$ cat config.mk
export PLATFORM = sky130hd
export DESIGN_NAME = ifu_fetch
export DESIGN_NICKNAME = d
export VERILOG_FILES = /design/src/rtl/ifu_fetch.sv
export SDC_FILE = /design/constraint.sdc
export NUM_CORES = 1
export LEC_CHECK = 0
export CORE_MARGIN = 2
export CORE_UTILIZATION = 45
export CTS_BUF_LIST = sky130_fd_sc_hd__clkbuf_4
export DETAILED_ROUTE_END_ITERATION = 10
export DONT_BUFFER_PORTS = 1
export SETUP_SLACK_MARGIN = 0.3
export SYNTH_ARGS = -nofsm -noshare
export SYNTH_HDL_FRONTEND = slang
export SYNTH_SLANG_ARGS = --single-unit
$ cat constraint.sdc
create_clock -name clk -period 6.1 [get_ports clk]
set_input_delay 1.83 -clock clk [delete_from_list [all_inputs] [get_ports clk]]
set_output_delay 1.83 -clock clk [all_outputs]
set_load 0.02 [all_outputs]
$ cat src/rtl/ifu_fetch.sv
// ifu_fetch: instruction fetch stage that holds the PC, issues one imem word request at a
// time and hands {inst, inst_pc} to decode over a valid/ready handshake.
// Optional build macro IFU_MISALIGN_CHECK_EN: misaligned redirects enter a sticky FAULT
// state; without it the low two bits of a redirect target are cleared when loaded.
module ifu_fetch #(
    parameter int              XLEN     = 32,
    parameter logic [XLEN-1:0] RESET_PC = 32'h8000_0000
) (
    input  logic            clk,
    input  logic            rst,
    output logic            o_imem_req_valid,
    input  logic            i_imem_req_ready,
    output logic [XLEN-1:0] o_imem_req_addr,
    input  logic            i_imem_rsp_valid,
    input  logic [XLEN-1:0] i_imem_rsp_data,
    output logic            o_inst_valid,
    input  logic            i_inst_ready,
    output logic [XLEN-1:0] o_inst,
    output logic [XLEN-1:0] o_inst_pc,
    input  logic            i_redirect_valid,
    input  logic [XLEN-1:0] i_redirect_pc,
    input  logic            i_halt_req,
    output logic            o_fetch_fault
);

`ifdef IFU_MISALIGN_CHECK_EN
    typedef enum logic [2:0] {S_IDLE, S_REQ, S_WAIT, S_HOLD, S_STOP, S_FAULT} state_t;
`else
    typedef enum logic [2:0] {S_IDLE, S_REQ, S_WAIT, S_HOLD, S_STOP} state_t;
`endif

    state_t          r_state;
    state_t          w_state_n;
    logic [XLEN-1:0] r_pc;
    logic [XLEN-1:0] w_pc_n;
    logic            r_kill;
    logic            w_kill_n;
    logic [XLEN-1:0] r_inst;
    logic [XLEN-1:0] r_inst_pc;
    logic            w_latch;
    logic [XLEN-1:0] w_redir_pc;

`ifdef IFU_MISALIGN_CHECK_EN
    logic w_misalign;
    assign w_misalign    = i_redirect_valid && (i_redirect_pc[1:0] != 2'b00);
    assign w_redir_pc    = i_redirect_pc;
    assign o_fetch_fault = (r_state == S_FAULT);
`else
    assign w_redir_pc    = i_redirect_pc & ~XLEN'(3);
    assign o_fetch_fault = 1'b0;
`endif

    assign o_imem_req_valid = (r_state == S_REQ);
    assign o_imem_req_addr  = r_pc;
    assign o_inst_valid     = (r_state == S_HOLD);
    assign o_inst           = r_inst;
    assign o_inst_pc        = r_inst_pc;

    // Next-state, next-PC and kill-flag selection; a redirect outranks every other PC update.
    always_comb begin
        w_state_n = r_state;
        w_pc_n    = r_pc;
        w_kill_n  = r_kill;
        w_latch   = 1'b0;
        case (r_state)
            S_IDLE: w_state_n = S_REQ;
            S_REQ: begin
                if (i_redirect_valid) begin
                    w_pc_n    = w_redir_pc;
                    w_kill_n  = i_imem_req_ready;
                    w_state_n = i_imem_req_ready ? S_WAIT : S_REQ;
                end else if (i_imem_req_ready) begin
                    w_state_n = S_WAIT;
                end
            end
            S_WAIT: begin
                if (i_redirect_valid) begin
                    w_pc_n    = w_redir_pc;
                    w_kill_n  = !i_imem_rsp_valid;
                    w_state_n = i_imem_rsp_valid ? S_REQ : S_WAIT;
                end else if (i_imem_rsp_valid) begin
                    w_kill_n  = 1'b0;
                    w_latch   = !r_kill;
                    w_state_n = r_kill ? S_REQ : S_HOLD;
                end
            end
            S_HOLD: begin
                if (i_redirect_valid) begin
                    w_pc_n    = w_redir_pc;
                    w_state_n = S_REQ;
                end else if (i_inst_ready) begin
                    w_pc_n    = r_pc + XLEN'(4);
                    w_state_n = i_halt_req ? S_STOP : S_REQ;
                end
            end
            default: w_state_n = r_state;
        endcase
`ifdef IFU_MISALIGN_CHECK_EN
        if (w_misalign && (r_state == S_REQ || r_state == S_WAIT || r_state == S_HOLD)) begin
            w_state_n = S_FAULT;
            w_latch   = 1'b0;
        end
`endif
    end

    // State, PC, kill flag and the instruction/PC pair presented to decode.
    always_ff @(posedge clk) begin
        if (rst) begin
            r_state   <= S_IDLE;
            r_pc      <= RESET_PC;
            r_kill    <= 1'b0;
            r_inst    <= '0;
            r_inst_pc <= '0;
        end else begin
            r_state <= w_state_n;
            r_pc    <= w_pc_n;
            r_kill  <= w_kill_n;
            if (w_latch) begin
                r_inst    <= i_imem_rsp_data;
                r_inst_pc <= r_pc;
            end
        end
    end

endmodule

==> reports/results.ini <==
[outcome]
status=complete, no violations

[finish]
fin_util_pct=47.24
syn_to_final_growth_pct=3.469
layout.nets=633
finalInstanceArea_um2=4553
fin_cells=699
antenna_cells=0
seq_area_um2=1922
fill_cells=1006
drive_gt1_share_pct=6.537
multiInputGateArea_um2=2290

[clocking]
root_buffer=clkbuf_4
postCtsHoldBufs=0
cts_resized=0
cts_tree=done
htree_levels=3
numClockSinks=96
clockBufferDepth=2
cts.clk_slew.worst_paths_ps=150
numCtsBuffers=9
post_cts_buffers=0
clkLatencyLatePin_ps=450

[detailed_routing]
viasPerCell=5.781
vias=4041
drtIter0Drc=162
ant_nets=0
drc=0
drt-total-wl_um=11960
wl_per_cell_um=17.11
dr.pass1.iters=5

[worst_setup_path]
cp.arrival_ps=1930
cp_num_buf_inv=0
worstSetupPathType=flip-flop to primary output
critPathMaxFanout=12
startpoint_type=flip-flop
cpLargestDelayFamily=simple AND/OR/NAND/NOR gates
ff2ff_setup_slack_ps=3340
crit_required_ps=4270
endpoint_kind=primary output
crit_path_max_incr_delay_ps=920
path_cells=nor3b_1
cpMaxStageDelayCell=nor3b_1

[place]
dp.cells=682
place.gp.congestion=0.8441
dpl_cell_area_um2=4434
dp_hpwl_um=7844
numPortBuffers=0

[die]
placementRows=36
fp.dieW_um=102.9
die_height_um=102.9
ioPinCount=170
coreArea_um2=9639
initial_core_util_pct=45.65
die-area_um2=10590

[synth]
synth_common_cells=164 x nand2_1, 96 x dfxtp_1, 87 x a21oi_1, 42 x clkbuf_1, 32 x nor2_1
synth-seq-cells=96
ys_types=52
synth_warnings=0
ys_top_cells_by_area=dfxtp_1 44%, nand2_1 14%, a21oi_1 9.9%, clkbuf_1 3.6%, nor2_1 2.7%
synth_top_area_share_pct=43.67
syn_area_per_cell_um2=7.446
yosysSeqAreaShare_pct=43.67
synth-edff-count=0
synth_area_um2=4400
synth_top_cell_by_area=dfxtp_1
synth_top_flop_cell=dfxtp_1
async_reset_ff_share_pct=0
postSynthCellCount=591
yosysMostFrequentCell=nand2_1

[sta]
period_share_pct=61.67
fin_crit_ps=3762
rsz0062_at_grt=false
worst_slew_pin_slew_ps=1154
finalSetupViolations=0
slew_headroom_pct=23.10
drv_slew=0
tns_ps=0
worst_clock_skew_ps=13.19
hold_viol_final=0
fmax_mhz=265.8

[worst_hold_path]
hold_path.class=flip-flop to flip-flop

[pwr]
p_leak_nw=1.450
peakVddDrop_uv=145.3
power_density_nw_per_um2=263.4

[global_route]
antenna_found_initial=0
grt_pass1_wl_um=18270
first_global_vias=3541
grt_max_degree=99
grtUsageTotal_pct=21.79
grt_remaining_overflow=0

[job]
max_cap_violations=0

-- area by class of cell --
type                    instances  share of cell area [%]
clock inverters                 7                   1.017
clock buffers                   9                   1.484
repair buffers                  6                  0.9343
multi-input cells             443                   50.29
inverters                       5                  0.4122
flip-flops and latches         96                   42.21
well taps                     133                   3.655
-- sequential cells by signal, indices dropped and copies added, names as in the netlist --
signal	flops
o_inst_pc	30
o_inst	32
r_state	3
r_kill	1
o_imem_req_addr	30
-- final timing paths --
path	from	endpoint	depth (start not counted)
max	r_state[0]	o_imem_req_valid	1
min	o_inst_pc[19]	o_inst_pc[19]	2
max reg2reg	o_imem_req_addr[14]	o_imem_req_addr[28]	5
min reg2reg	o_inst_pc[19]	o_inst_pc[19]	2
-- stage by stage --
| step | hold slack, ps | total power [mW] | worst slack (ps) |
|---|---|---|---|
| floorplan | 534.5 | 0.8703 | 2707 |
| global route | 576.3 | 1.255 | 2218 |
| CTS | 562.9 | 1.207 | 2333 |
| finish | 560.0 | 1.199 | 2338 |
| global placement | 536.7 | 0.8943 | 2637 |
| detailed placement | 543.1 | 0.9009 | 2613 |
-- cells in the final DEF (no fill, tap or decap), types with 3 or more instances in the layout --
cell / netlist / final
nand2_1: 164 / 164
dfxtp_1: 96 / 96
a21oi_1: 87 / 86
nor2_1: 32 / 32
nand3_1: 23 / 22
o21ai_0: 20 / 20
nand4_1: 11 / 11
a31oi_1: 10 / 10
nor3_1: 9 / 9
nor4_1: 9 / 9
clkbuf_4: 0 / 9
inv_1: 5 / 5
mux2i_1: 5 / 5
a22oi_1: 5 / 5
conb_1: 1 / 5
buf_4: 5 / 5
o22ai_1: 4 / 4
a21o_1: 4 / 4
a22o_1: 4 / 4
a311o_1: 4 / 4
o31ai_1: 4 / 4
nand3b_1: 3 / 3
-- cell families after synthesis --
group,synth area share (%)
AND/OR/NAND/NOR,28.29
multiplexers,1.649
buffers and inverters,5.317
flip-flops,43.67
AO/OA/AOI/OAI,20.70
adder cells (fa/ha/maj),0.2843
other,0.08522
-- layer usage --
metal / part of all wire [%] / vias up / GRT usage (%) / wire [um]
met2: 47 / 153 / 34.37 / 5577
li1: - / 1998 / - / -
met3: 8.4 / 10 / 6.305 / 1006
met4: 1.2 / 0 / 6.883 / 138
met1: 44 / 1880 / 28.88 / 5235
met5: 0 / - / 0 / 0
-- report_power, final --
group	total [mW]	internal, mW	switching, mW	leakage [nW]
sequential	0.748	0.657	0.0906	0.778
combinational	0.139	0.0551	0.0843	0.612
clock	0.312	0.0841	0.228	0.0602
No activity file was read; power rests on OpenSTA's default activity.
